===== src/rtl/uart_operand_framer.sv =====
// uart_operand_framer
//   Assembles operand pairs for the Booth multiplier from the UART receiver's byte strobes.
//   Frame layout: HEADER, A (NB bytes, little-endian), B (NB bytes), CHK, where
//   NB = WIDTH/8 and CHK is the XOR of all operand bytes. The header is not part of CHK.
//   Operands are offered on a valid/ready handshake. Checksum, inter-byte timeout and
//   overrun (a byte arriving while operands are still pending) are reported as errors.
//
// Ports
//   CLK        system clock
//   RST_N      synchronous reset, active-low
//   RX_DV      one-cycle byte strobe from the UART receiver
//   RX_BYTE    received byte, valid while RX_DV=1
//   OP_READY   multiplier accepts the current operands
//   OP_VALID   operands valid, held until accepted
//   OP_A/OP_B  signed operands, updated only by a frame with a good checksum
//   FRAME_ERR  one-cycle error pulse
//   ERR_CODE   01 checksum, 10 timeout, 11 overrun; held between errors
//   BUSY       high whenever the framer is not idle
module uart_operand_framer #(
  parameter int         WIDTH        = 8,
  parameter logic [7:0] HEADER       = 8'hA5,
  parameter int         TIMEOUT_CLKS = 52080
) (
  input  logic             CLK,
  input  logic             RST_N,
  input  logic             RX_DV,
  input  logic [7:0]       RX_BYTE,
  input  logic             OP_READY,
  output logic             OP_VALID,
  output logic [WIDTH-1:0] OP_A,
  output logic [WIDTH-1:0] OP_B,
  output logic             FRAME_ERR,
  output logic [1:0]       ERR_CODE,
  output logic             BUSY
);

  localparam int NB = WIDTH / 8;
  localparam int TW = $clog2(TIMEOUT_CLKS) + 1;
  localparam logic [TW-1:0] TIMER_LAST = TW'(TIMEOUT_CLKS - 1);
  // NB is at most 4, so a 2-bit byte index covers every operand width.
  localparam logic [1:0] IDX_LAST = 2'(NB - 1);

  localparam logic [1:0] ERR_CHECKSUM = 2'b01;
  localparam logic [1:0] ERR_TIMEOUT  = 2'b10;
  localparam logic [1:0] ERR_OVERRUN  = 2'b11;

  typedef enum logic [2:0] {IDLE, GET_A, GET_B, GET_CHK, HOLD} state_t;

  state_t           state, state_nxt;
  logic [1:0]       byte_idx, byte_idx_nxt;
  logic [7:0]       chk, chk_nxt;
  logic [TW-1:0]    timer, timer_nxt;
  logic [WIDTH-1:0] shadow_a, shadow_a_nxt;
  logic [WIDTH-1:0] shadow_b, shadow_b_nxt;
  logic [WIDTH-1:0] op_a_nxt, op_b_nxt;
  logic             frame_err_nxt;
  logic [1:0]       err_code_nxt;

  always_ff @(posedge CLK) begin
    if (!RST_N) begin
      state     <= IDLE;
      byte_idx  <= '0;
      chk       <= '0;
      timer     <= '0;
      shadow_a  <= '0;
      shadow_b  <= '0;
      OP_A      <= '0;
      OP_B      <= '0;
      FRAME_ERR <= 1'b0;
      ERR_CODE  <= '0;
    end else begin
      state     <= state_nxt;
      byte_idx  <= byte_idx_nxt;
      chk       <= chk_nxt;
      timer     <= timer_nxt;
      shadow_a  <= shadow_a_nxt;
      shadow_b  <= shadow_b_nxt;
      OP_A      <= op_a_nxt;
      OP_B      <= op_b_nxt;
      FRAME_ERR <= frame_err_nxt;
      ERR_CODE  <= err_code_nxt;
    end
  end

  always_comb begin
    state_nxt     = state;
    byte_idx_nxt  = byte_idx;
    chk_nxt       = chk;
    timer_nxt     = timer;
    shadow_a_nxt  = shadow_a;
    shadow_b_nxt  = shadow_b;
    op_a_nxt      = OP_A;
    op_b_nxt      = OP_B;
    frame_err_nxt = 1'b0;
    err_code_nxt  = ERR_CODE;

    case (state)
      IDLE: begin
        if (RX_DV && RX_BYTE == HEADER) begin
          state_nxt    = GET_A;
          byte_idx_nxt = '0;
          chk_nxt      = '0;
          timer_nxt    = '0;
        end
      end

      GET_A, GET_B: begin
        if (RX_DV) begin
          chk_nxt   = chk ^ RX_BYTE;
          timer_nxt = '0;
          for (int i = 0; i < NB; i++) begin
            if (byte_idx == 2'(i)) begin
              if (state == GET_A) shadow_a_nxt[i*8 +: 8] = RX_BYTE;
              else                shadow_b_nxt[i*8 +: 8] = RX_BYTE;
            end
          end
          if (byte_idx == IDX_LAST) begin
            byte_idx_nxt = '0;
            state_nxt    = (state == GET_A) ? GET_B : GET_CHK;
          end else begin
            byte_idx_nxt = byte_idx + 2'd1;
          end
        end else if (timer == TIMER_LAST) begin
          state_nxt     = IDLE;
          frame_err_nxt = 1'b1;
          err_code_nxt  = ERR_TIMEOUT;
        end else begin
          timer_nxt = timer + TW'(1);
        end
      end

      GET_CHK: begin
        if (RX_DV) begin
          timer_nxt = '0;
          if (RX_BYTE == chk) begin
            op_a_nxt  = shadow_a;
            op_b_nxt  = shadow_b;
            state_nxt = HOLD;
          end else begin
            state_nxt     = IDLE;
            frame_err_nxt = 1'b1;
            err_code_nxt  = ERR_CHECKSUM;
          end
        end else if (timer == TIMER_LAST) begin
          state_nxt     = IDLE;
          frame_err_nxt = 1'b1;
          err_code_nxt  = ERR_TIMEOUT;
        end else begin
          timer_nxt = timer + TW'(1);
        end
      end

      HOLD: begin
        // A byte here is always an overrun, even when the handshake completes on the
        // same edge; it is never reinterpreted as the next frame's header.
        if (RX_DV) begin
          frame_err_nxt = 1'b1;
          err_code_nxt  = ERR_OVERRUN;
        end
        if (OP_READY) state_nxt = IDLE;
      end

      default: state_nxt = IDLE;
    endcase
  end

  assign OP_VALID = (state == HOLD);
  assign BUSY     = (state != IDLE);

endmodule

===== config.mk =====
export PLATFORM = sky130hd
export DESIGN_NAME = uart_operand_framer
export DESIGN_NICKNAME = d
export VERILOG_FILES = /design/src/rtl/uart_operand_framer.sv
export SDC_FILE = /design/constraint.sdc
export NUM_CORES = 1
export LEC_CHECK = 0
export CELL_PAD_IN_SITES_DETAIL_PLACEMENT = 1
export CELL_PAD_IN_SITES_GLOBAL_PLACEMENT = 1
export CORE_UTILIZATION = 39
export DETAILED_ROUTE_END_ITERATION = 16
export GPL_ROUTABILITY_DRIVEN = 0
export PLACE_DENSITY = 0.86
export REMOVE_ABC_BUFFERS = 1
export SLEW_MARGIN = 20
export SYNTH_ARGS = -nofsm -noshare
export SYNTH_HDL_FRONTEND = slang
export SYNTH_SLANG_ARGS = --single-unit

===== constraint.sdc =====
create_clock -name CLK -period 2.2 [get_ports CLK]
set_clock_uncertainty 0.15 [all_clocks]
set_input_delay 0.44 -clock CLK [delete_from_list [all_inputs] [get_ports CLK]]
set_output_delay 0.44 -clock CLK [all_outputs]
set_load 0.005 [all_outputs]

### Word-level counts from Yosys, hierarchy flattened

Cells that the tools add are included.

* word-level logic and storage cells: 77
* output and inout port bits: 21
* bits in registers: 65
* bits of input ports: 12

* muxes and demuxes: 32
* bitwise gates (word level): 2
* reductions and logical operators: 16
* $add $sub $neg: 2
* eq/ne operators: 15

Operators with widths (number)
* 2-to-1 mux 17 bit: 3
* case mux 17 bit (2 select lines): 1
* 2-to-1 mux 3 bit: 7
* adder 17 x 1 -> 17 bit, second input constant: 1
* equality test 17 x 16 -> 1 bit, second input constant: 1
* 2-to-1 mux 2 bit: 8
* 2-to-1 mux 8 bit: 2
* case mux 8 bit (2 select lines): 1
* case mux 3 bit (4 select lines): 1
* AND reduction 3 bit: 4
* AND reduction 4 bit: 3
* != test 2 bit, second input constant: 5
* != test 3 bit, second input constant: 3
* equality test 8 bit: 1
* equality test 8 bit, second input constant: 1
* XOR 8 bit: 1
* equality test 3 x 2 -> 1 bit, second input constant: 2
* 2-to-1 mux 1 bit: 6
* case mux 2 bit (3 select lines): 1
* nonzero test 3 bit: 2
* case mux 2 bit (2 select lines): 1
* nonzero test 2 bit: 2
* equality test 3 x 1 -> 1 bit, second input constant: 1
* equality test 3 bit, second input constant: 1
* other kinds (8): 8

### Depth between registers and ports, before layout

Gate-level depths: netlist of the first run.

* depth in word-level cells: 5
* gate-level depth with buffers: 9
* gate-level depth less buffers: 7

### Worst setup path before layout of the first run

Ideal clock, no wire load.

* path type: reg2reg
* start: reg timer[0]
* end: reg timer[16]
* slack: 0.039 ns
* arrival time: 1.886 ns
* setup time: 0.125 ns
* period minus slack after synthesis: 2.161 ns
* stages on the path, launching flop included: 10
* buffers on the path: 2
* required time: 1.925 ns
* path through: dfxtp_1 ha_1 and4_4 and4b_4 a221o_1 buf_6 buf_6 nor3_4 xnor2_1 nor2_2

* cells in the longest elaborated chain, start to end: 4

Ends and longest elaborated chain
* from (decl): RTL line 52 `logic [TW-1:0] timer, timer_nxt;`
* from (signal assigned): RTL line 75 `timer <= timer_nxt;`
* adder 17 x 1 -> 17 bit: RTL line 128, 149
* 2-to-1 mux 17 bit: RTL line 123, 144
* 2-to-1 mux 17 bit: RTL line 108 `if (RX_DV) begin`
* case mux 17 bit (2 select lines): RTL line 97 `case (state)`

Parallel ways exist; a longest one is shown, timed or not. The select of a mux whose other input is x is not followed.
A chain may end at the register's enable or synchronous reset.

### Worst setup path after layout of the first run

* start: in RX_BYTE[1]
* end: reg timer[3]

* cells in the longest elaborated chain, start to end: 4

Ends and longest elaborated chain
* from (decl): RTL line 27 `input logic [7:0] RX_BYTE,`
* equality test 8 bit: RTL line 99 `if (RX_DV && RX_BYTE == HEADER) begin`
* logical AND 1 bit: RTL line 99
* != test 2 bit (no line)
* AND reduction 3 bit (no line)

Every way passes these cells.

==> impl_metrics.py, run 1 <==
metrics = {
    "timing": {
        "hold_violations": 0,
        "max_freq_ghz": 0.463,
        "worst_pin_slew_ns": 0.402,
        "min_period_over_period_pct": 98.2,
        "maxSlewViolCount": 0,
        "fin_crit_ns": 2.16,
        "final.setup.tns_ns": 0,
        "setup_viol": 0,
        "slew_headroom_pct": 73.1,
    },
    "synth": {
        "async_flop_share_pct": 0,
        "synth_edf_count": 0,
        "synth_seq_area_share_pct": 41.9,
        "ys.flop_type": "dfxtp_1",
        "synth.ff_latch_count": 65,
        "synth-warning-count": 0,
        "synth.distinct_cells": 55,
        "syn_avg_cell_area_um2": 9.16,
        "netlist_area_um2": 3100,
        "syn_inst": 339,
    },
    "hold_path": {
        "hold_end": "ERR_CODE[0]",
        "hp-start": "ERR_CODE[0]",
        "whs_path_depth": 2,
        "hp-class": "register to register",
    },
    "place": {
        "port_buffers": 32,
        "hpwl_um": 6250,
        "placed_cells": 497,
    },
    "setup_path": {
        "path_class": "input port to register",
        "r2r_cells": 7,
        "cp_data_arrival_time_ns": 2.31,
        "rrSetupSlack_ns": 0.08,
        "r2r-start": "timer[1]",
        "cp_data_required_time_ns": 2.35,
        "cp-start-kind": "input port",
        "endpoint_kind": "register",
        "crit_fanout": 5,
        "r2r_end": "timer[3]",
    },
    "grt": {
        "antenna_found_initial": 0,
        "first_global_vias": 3049,
        "gr-total-overflow": 0,
        "grt_usage_pct": 23.7,
        "grt_max_degree": 24,
        "grt_pass1_wl_um": 15200,
    },
    "floorplanning": {
        "chipWidth_um": 91.2,
        "die-area_um2": 8320,
        "rows": 32,
        "start_util_pct": 40.2,
        "die_h_um": 91.2,
        "coreArea_um2": 7730,
        "ios": 33,
    },
    "route": {
        "routed_wl_um": 9710,
        "firstDrtPassIters": 4,
        "detail-route-antenna-nets": 0,
        "post_drt_wl_per_cell_um": 18.8,
        "dr_total_vias": 2845,
        "routed_via_density": 5.50,
        "drc": 0,
        "drt_iter0_markers": 153,
    },
    "final_layout": {
        "final_common_cell": "dfxtp_1",
        "seq_area_um2": 1310,
        "antenna_cells": 0,
        "multi_input_area_um2": 1750,
        "drive_gt1_share_pct": 23.9,
        "area_delta_synth_final_pct": 35.9,
        "layout.filler_cells": 875,
        "most-common-layout-cells": "61 x dfxtp_1, 49 x nor2_1, 39 x buf_4, 32 x mux2i_1, 22 x clkdlybuf4s50_1",
        "nets": 425,
        "final_cells": 517,
    },
    "cts": {
        "clock_sinks": 65,
        "clockBufferDepth": 2,
        "clk_latency_ns": 0.37,
        "cts_tree": "yes",
        "numCtsBuffers": 9,
        "root_buffer": "clkbuf_8",
        "htree_levels": 3,
        "cts.reportedPaths.clkPinSlew_ns": 0.07,
    },
    "flow_run": {
        "drv_cap": 0,
    },
    "power_and_ir_drop": {
        "powerDensity_nw_per_um2": 980,
        "ir_drop_v": 0.000537,
        "leakage_uw": 0.00168,
    },
    "outcome": {
        "status": "completed",
    },
}
[sequential cells by signal, summed over array words and instances (netlist names)]
| signal | flops |
|---|---|
| timer | 17 |
| OP_A | 8 |
| OP_B | 8 |
| chk | 8 |
| shadow_a | 8 |
| shadow_b | 8 |
| state | 3 |
| ERR_CODE | 2 |
| byte_idx | 2 |
| FRAME_ERR | 1 |
[cells in the mapped netlist, drive strengths merged, types with 5 or more instances]
cell | n | area [µm²]
dfxtp | 65 | 1300
nor2 | 51 | 201
mux2i | 32 | 320
nand2 | 20 | 75.1
o21ai | 16 | 80.1
a21oi | 15 | 75.1
clkbuf | 13 | 48.8
inv | 12 | 45.0
xnor2 | 12 | 105
nor3 | 10 | 81.3
nand3 | 9 | 50.1
o211ai | 8 | 60.1
buf | 6 | 76.3
nand4 | 5 | 31.3
nor4 | 5 | 37.5
[stage by stage]
stage | total power (µW) | util (%) | worst slack (ns) | hold slack (ns) | cell area (µm²)
3_3_place_gp | 2550 | 48.9 | -0.402 | 0.315 | 3770
6_report | 4130 | 54.6 | 0.0407 | 0.332 | 4220
5_1_grt | 4320 | 54.6 | -0.00973 | 0.386 | 4220
4_1_cts | 3960 | 53.0 | 0.00302 | 0.346 | 4090
2_1_floorplan | 2020 | - | -0.137 | 0.312 | 2980
3_5_place_dp | 2600 | 48.9 | -0.488 | 0.333 | 3770
[how the worst max path moves through the flow]
stage / start / end / slack, ns / cells after the start
6_report: RX_BYTE[1] / timer[3] / 0.04 / 7
5_1_grt: RX_BYTE[3] / timer[3] / -0.01 / 7
4_1_cts: timer[0] / timer[10] / 0.003 / 7
3_5_place_dp: RX_BYTE[1] / ERR_CODE[1] / -0.49 / 8
3_3_place_gp: RX_BYTE[1] / ERR_CODE[1] / -0.40 / 8
2_1_floorplan: RX_BYTE[1] / OP_A[0] / -0.14 / 6
[power breakdown]
group / internal [µW] / switching [µW] / total [µW] / leakage, µW
clock: 759 / 520 / 1280 / 0.000117
sequential: 1280 / 103 / 1390 / 0.000527
combinational: 663 / 807 / 1470 / 0.00104
total: 2700 / 1430 / 4130 / 0.00168
[worst max-delay path: stages]
cell and delay (ns):
dlygate4sd2_1 0.30, nor3b_2 0.32, nand3_4 0.13, a221o_2 0.48
buf_12 0.16, or3_4 0.36, a21oi_2 0.11
[routing by layer]
metal / GRT usage (%) / part of all wire [%] / vias up / wire length, µm
met1: 25.7 / 40 / 1421 / 3890
met2: 43.4 / 54 / 53 / 5260
met5: 0 / 0 / - / 0
met4: 11.5 / 2.8 / 0 / 274
met3: 5.11 / 3.0 / 24 / 295
li1: - / - / 1347 / -
[layout make-up]
class                           count  share of cell area (%)
Sequential cell                    65                    31.1
Inverter                           12                    1.07
Multi-Input combinational cell    243                    41.5
Timing Repair Buffer               79                    17.6
Clock buffer                       10                    3.02
Clock inverter                      6                    2.73
Tap cell                          102                    3.02
[cells by family (layout without fill, tap and decap cells)]
| logic type | Yosys count | after routing | synth area share [%] |
|---|---|---|---|
| xor+xnor | 16 | 16 | 4.51 |
| mux | 32 | 32 | 10.3 |
| fa+ha+maj | 3 | 3 | 1.21 |
| simple gates | 130 | 130 | 23.0 |
| buf+inv | 31 | 107 | 5.48 |
| compound gates | 62 | 62 | 13.6 |
| flops | 65 | 65 | 41.9 |
[timing repair]
item	in CTS	in global routing
pin swaps	9	12
setup endpoints to repair	26	22
resized for setup	24	17
gates cloned	0	2
hold buffers	0	0
setup buffers	1	1
Note: power is estimated with default switching activity, not from simulation.
==> run 2: changes to the inputs <==
Settings changed: CORE_ASPECT_RATIO set to 1.25.
==> impl_metrics.py, run 2 (synthesized netlist as in run 1, its figures left out) <==
metrics = {
    "outcome": {
        "status": "completed",
    },
    "place": {
        "placed_cells": 497,
        "hpwl_um": 6380,
        "place_area_um2": 3830,
        "port_buffers": 32,
        "pre_cts_ws_ns": -0.594,
    },
    "route": {
        "detail-route-antenna-nets": 0,
        "post_drt_wl_per_cell_um": 18.8,
        "dr_total_vias": 2883,
        "routed_wl_um": 9730,
        "drc": 0,
        "firstDrtPassIters": 4,
        "drt_iter0_markers": 118,
        "routed_via_density": 5.57,
    },
    "final_layout": {
        "final_cells": 518,
        "seq_area_um2": 1310,
        "nets": 433,
        "antenna_cells": 0,
        "most-common-layout-cells": "60 x dfxtp_1, 49 x nor2_1, 45 x buf_4, 32 x mux2i_1, 23 x clkdlybuf4s50_1",
        "final_common_cell": "dfxtp_1",
        "layout.filler_cells": 891,
        "layout.cell_area.non_filler_um2": 4200,
        "area_delta_synth_final_pct": 35.4,
        "largest_reg_flops": 17,
        "multi_input_area_um2": 1700,
        "drive_gt1_share_pct": 24.6,
        "max_flop_register": "timer",
    },
    "cts": {
        "cts_hold_buf": 0,
        "htree_levels": 3,
        "clock_sinks": 65,
        "numCtsBuffers": 9,
        "clockBufferDepth": 2,
        "cts.reportedPaths.clkPinSlew_ns": 0.07,
        "root_buffer": "clkbuf_8",
        "cts_tree": "yes",
        "clk_latency_ns": 0.36,
    },
    "setup_path": {
        "rrSetupSlack_ns": 0.05,
        "max_stage_delay_ns": 0.42,
        "critical_path.top_delay_family": "simple AND/OR/NAND/NOR gates",
        "crit_path_top_delay_cell": "a221o_2",
        "r2r_end": "timer[5]",
        "path_class": "register to register",
        "crit_fanout": 4,
        "crit_path_start": "timer[1]",
        "cp_data_arrival_time_ns": 2.25,
        "cp_data_required_time_ns": 2.30,
        "cp-start-kind": "register",
        "path_buf_inv": 1,
        "crit_chain": "ha_4 > and4_4 > and4b_4 > a221o_2 > clkbuf_16 > nor3_2 > xnor2_1 > nor2_1",
        "endpoint_kind": "register",
        "r2r-start": "timer[1]",
        "r2r_cells": 8,
    },
    "floorplanning": {
        "rows": 36,
        "coreArea_um2": 7750,
        "chipWidth_um": 81.8,
        "ios": 33,
        "die-area_um2": 8320,
        "die_h_um": 102,
        "start_util_pct": 40.1,
    },
    "timing": {
        "maxSlewViolCount": 0,
        "setup_viol": 0,
        "hold_ws_ns": 0.347,
        "worst_pin_slew_ns": 0.465,
        "slew_headroom_pct": 68.9,
        "fin_ws_ns": 0.0499,
        "fin_crit_ns": 2.15,
        "max_freq_ghz": 0.465,
        "min_period_over_period_pct": 97.7,
        "hold_violations": 0,
    },
    "grt": {
        "antenna_found_initial": 0,
        "gr-total-overflow": 0,
        "grt_max_degree": 19,
        "grt_usage_pct": 24.4,
        "first_global_vias": 3042,
        "grt_pass1_wl_um": 15000,
    },
    "power_and_ir_drop": {
        "combPwrFrac_pct": 37.1,
        "p_int_uw": 2520,
        "p_seq_share_pct": 36.1,
        "powerDensity_nw_per_um2": 928,
        "p_sw_uw": 1380,
        "clkPwrFrac_pct": 26.8,
        "leakage_uw": 0.00169,
        "p_sw_share_pct": 35.3,
        "ir_drop_v": 0.000549,
    },
    "hold_path": {
        "hp-class": "register to register",
        "hold_end": "ERR_CODE[0]",
        "hp-start": "ERR_CODE[0]",
        "whs_path_depth": 2,
    },
    "flow_run": {
        "drv_cap": 0,
    },
}
==> run 2: final cells by class <==
type                            count  area share, %
Timing Repair Buffer               87           19.8
Sequential cell                    65           31.2
Multi-Input combinational cell    243           40.5
Clock buffer                       11           3.36
Inverter                           12           1.07
Clock inverter                      5           1.31
Tap cell                           95           2.83
==> run 2: what timing repair did <==
action,CTS,global route
resized for setup,17,18
endpoints found under the setup margin,31,30
setup buffers,2,0
pin swaps,5,8
cloned,0,3
==> run 2: worst max path at each step <==
stage | end | slack (ns) | cells past startpoint
floorplan | OP_A[0] | -0.14 | 6
CTS | timer[10] | 0.02 | 7
global route | timer[5] | -0.04 | 8
finish | timer[5] | 0.05 | 8
global placement | ERR_CODE[1] | -0.49 | 8
detailed placement | OP_A[1] | -0.59 | 8
==> run 2: routing by layer <==
layer	up-vias	share of wire (%)	GRT usage [%]	wire length [µm]
li1	1363	-	-	-
met1	1442	39	25.3	3820
met2	57	55	45.6	5380
met3	21	2.7	5.23	262
met4	0	2.7	11.1	265
met5	-	0	0	0
==> run 2: worst min-delay path, cell delays in order, from the launching register on <==
cell	delay [ns]
dfxtp_1	0.32
o21ai_0	0.06
o21ai_0	0.07
==> run 2: through the flow <==
step	power (µW)	utilization, %	setup TNS (ns)
6_report	3900	54.2	0
2_1_floorplan	2020	-	-2.59
5_1_grt	4060	54.2	-0.0367
4_1_cts	3730	52.6	0
3_5_place_dp	2630	49.5	-21.38
3_3_place_gp	2580	49.5	-18.65
==> run 2: power by group through the flow <==
stage,Sequential (µW),Combinational (µW),Clock (µW)
final,1410,1440,1050
after global routing,1420,1540,1100
after CTS,1400,1270,1060
after detailed placement,1410,1220,0
after global placement,1400,1170,0
after floorplan,1390,624,0
==> variant: new RTL, settings of run 1 <==
Remove the register `FRAME_ERR`: a continuous assignment takes its place, so the output `FRAME_ERR` follows one clock earlier. Comments in the files are not updated.
--- a/src/rtl/uart_operand_framer.sv
+++ b/src/rtl/uart_operand_framer.sv
@@ -67,5 +67,4 @@
       OP_A      <= '0;
       OP_B      <= '0;
-      FRAME_ERR <= 1'b0;
       ERR_CODE  <= '0;
     end else begin
@@ -78,8 +77,9 @@
       OP_A      <= op_a_nxt;
       OP_B      <= op_b_nxt;
-      FRAME_ERR <= frame_err_nxt;
       ERR_CODE  <= err_code_nxt;
     end
   end
+
+  assign FRAME_ERR = frame_err_nxt;
 
   always_comb begin
Behaviour: not the same (Yosys sat finds a counterexample within 4 cycles, from zero or initial values and one cycle with RST_N low).
==> variant against run 1 <==
- the flow now finishes with violations (negative setup slack)
- cell area grew 1.9%
- setup slack lost 0.19 ns
- non-clock buffer count grew 29
- routed wire length grew 12%
- synthesized area grew 1.1%
- sequential cell count shrank 1
- register-to-register slack gained 0.05 ns
Power is not compared: it rests on default switching activity, and its combinational part moved more than twofold at a synthesized area within 25%.
==> variant: results (changes against run 1) <==
status finished with violations (was complete, no violations); failing checks negative setup slack; metal2 WL 5632 um (was 5258 um); fraction of layout cells with a size suffix above 1 26.32% (was 23.86%); Inst Count DP 533 (was 497); Net count, final 466 (was 425); area post-placement 3981 sq um (was 3775 sq um); IO buf count 32 (unchanged); worst slew pin tran 0.5994 ns (was 0.4021 ns); Synth Area per Inst 8.864 sq um (was 9.157 sq um); WHS Path Cells 2 (unchanged); Hold Path Class reg2reg (unchanged); reg2reg path depth 7 (unchanged); Clock Latency Late Sink 0.36 ns; Initial DRC Count 117 (was 153); GRT met1 Usage 28.99% (was 25.71%); Yosys cell types 54 (was 55); Vias 3,206 (was 2,845); sequential share of the synthesized area 40.83% (was 41.92%); Post-synth ARST share 0% (unchanged); DR vias/cell 5.746 (was 5.503); Lkg Pwr 1.682 nW; hold path start byte_idx[0]$_SDFFE_PN0P_ (was ERR_CODE[0]$_SDFFE_PN0P_); detailed-route wire length per cell 19.41 um (was 18.79 um); CP Launch Point timer[12]$_SDFFE_PN0P_ (was RX_BYTE[1]); Arrival @ worst endpoint 1.76 ns (was 2.31 ns); Post-synth top cells dfxtp_1 (64), nor2_1 (51), mux2i_1 (32) (was dfxtp_1 (65), nor2_1 (49), mux2i_1 (32)); diodes inserted 0 (unchanged); top post-synthesis cells by area dfxtp_1 (41%), mux2i_1 (10%), nor2_1 (6.1%) (was dfxtp_1 (42%), mux2i_1 (10%), nor2_1 (5.9%)); Largest Register timer (unchanged); R2R Path End timer[12]$_SDFFE_PN0P_ (was timer[3]$_SDFFE_PN0P_); max FFs per register 17 (unchanged); setup TNS -0.1477 ns (was 0 ns); clk slew on worst S/H paths 0.08 ns; first-pass GRT wire length 17,680 um (was 15,200 um); met3 wire length 398 um (was 295 um); pin count of the biggest net entering global routing 41 (was 24); setup slack, reg-to-reg 0.13 ns (was 0.08 ns); clk root buf clkbuf_8 (unchanged); met3 global-route usage 4.395% (was 5.109%); Hold Path End byte_idx[0]$_SDFFE_PN0P_ (was ERR_CODE[0]$_SDFFE_PN0P_); top cell type's share of synthesized area 40.83% (was 41.92%); number of global-route vias before repair 3,512 (was 3,049); Place WS -0.6749 ns (was -0.4880 ns); GRT Util Overall 27.38% (was 23.71%); hold_ws 0.3147 ns (was 0.3324 ns); Reg-to-Reg Start timer[0]$_SDFFE_PN0P_ (was timer[1]$_SDFFE_PN0P_); final setup vio count 1 (was 0); final setup margin -0.1477 ns (was 0.04069 ns); Critical Path End FRAME_ERR (was timer[3]$_SDFFE_PN0P_); WL met1 4307 um (was 3886 um); post-DP HPWL 6897 um (was 6255 um); CP max FO 2 (was 5); GRT met2 Usage 50.38% (was 43.43%); Hold Fails Final Rpt 0 (unchanged)
-- variant: changes by cell type after synthesis, sizes merged, moves of 4 or more --
cell / change
a21oi: +8
a31oi: +10
buf: +4
inv: -7
nand3: +7
nand4b: +11
nor2b: -4
nor3: -5
o211ai: -5
o21ai: +7
or3: +4
xnor2: -4
-- variant: timing repair --
item	in CTS	in global routing
endpoints found under the setup margin	16	18
setup buffers	9	1
pin swaps	17	8
cloned	1	0
resized for setup	31	7
hold buffers	0	0
-- variant: kinds of logic (layout without fill, tap and decap cells) --
group                    Yosys count  in the layout  share of synthesized area [%]
flip-flops                        64             64                          40.83
adder cells (fa/ha/maj)            3              3                          1.196
XOR/XNOR                           9              9                          2.990
AND/OR/NAND/NOR                  143            143                          25.40
multiplexers                      32             32                          10.21
AO/OA/AOI/OAI                     75             76                          14.31
buffers and inverters             28            129                          5.064
-- variant: layout make-up --
class / instances / area [sq um]
Clock inverter: 7 / 47.55
Tap cell: 102 / 127.6
Fill cell: 911 / 3470
Sequential cell: 64 / 1285
Multi-Input combinational cell: 263 / 1787
Clock buffer: 9 / 123.9
Inverter: 5 / 18.77
Timing Repair Buffer: 108 / 908.4
-- variant: critical path, stage by stage, from the launching register on --
cell and delay (ns):
dfxtp_1 0.33, nor4b_2 0.26, buf_4 0.15, nand4_1 0.12, or2_4 0.28, o21ai_4 0.14
buf_2 0.13
-- variant: report_power, final --
| part | total [mW] | switching (mW) | internal (mW) |
|---|---|---|---|
| sequential | 1.16 | 0.000392 | 1.16 |
| combinational | 0.112 | 0.0651 | 0.0473 |
| clock | 0.935 | 0.527 | 0.408 |
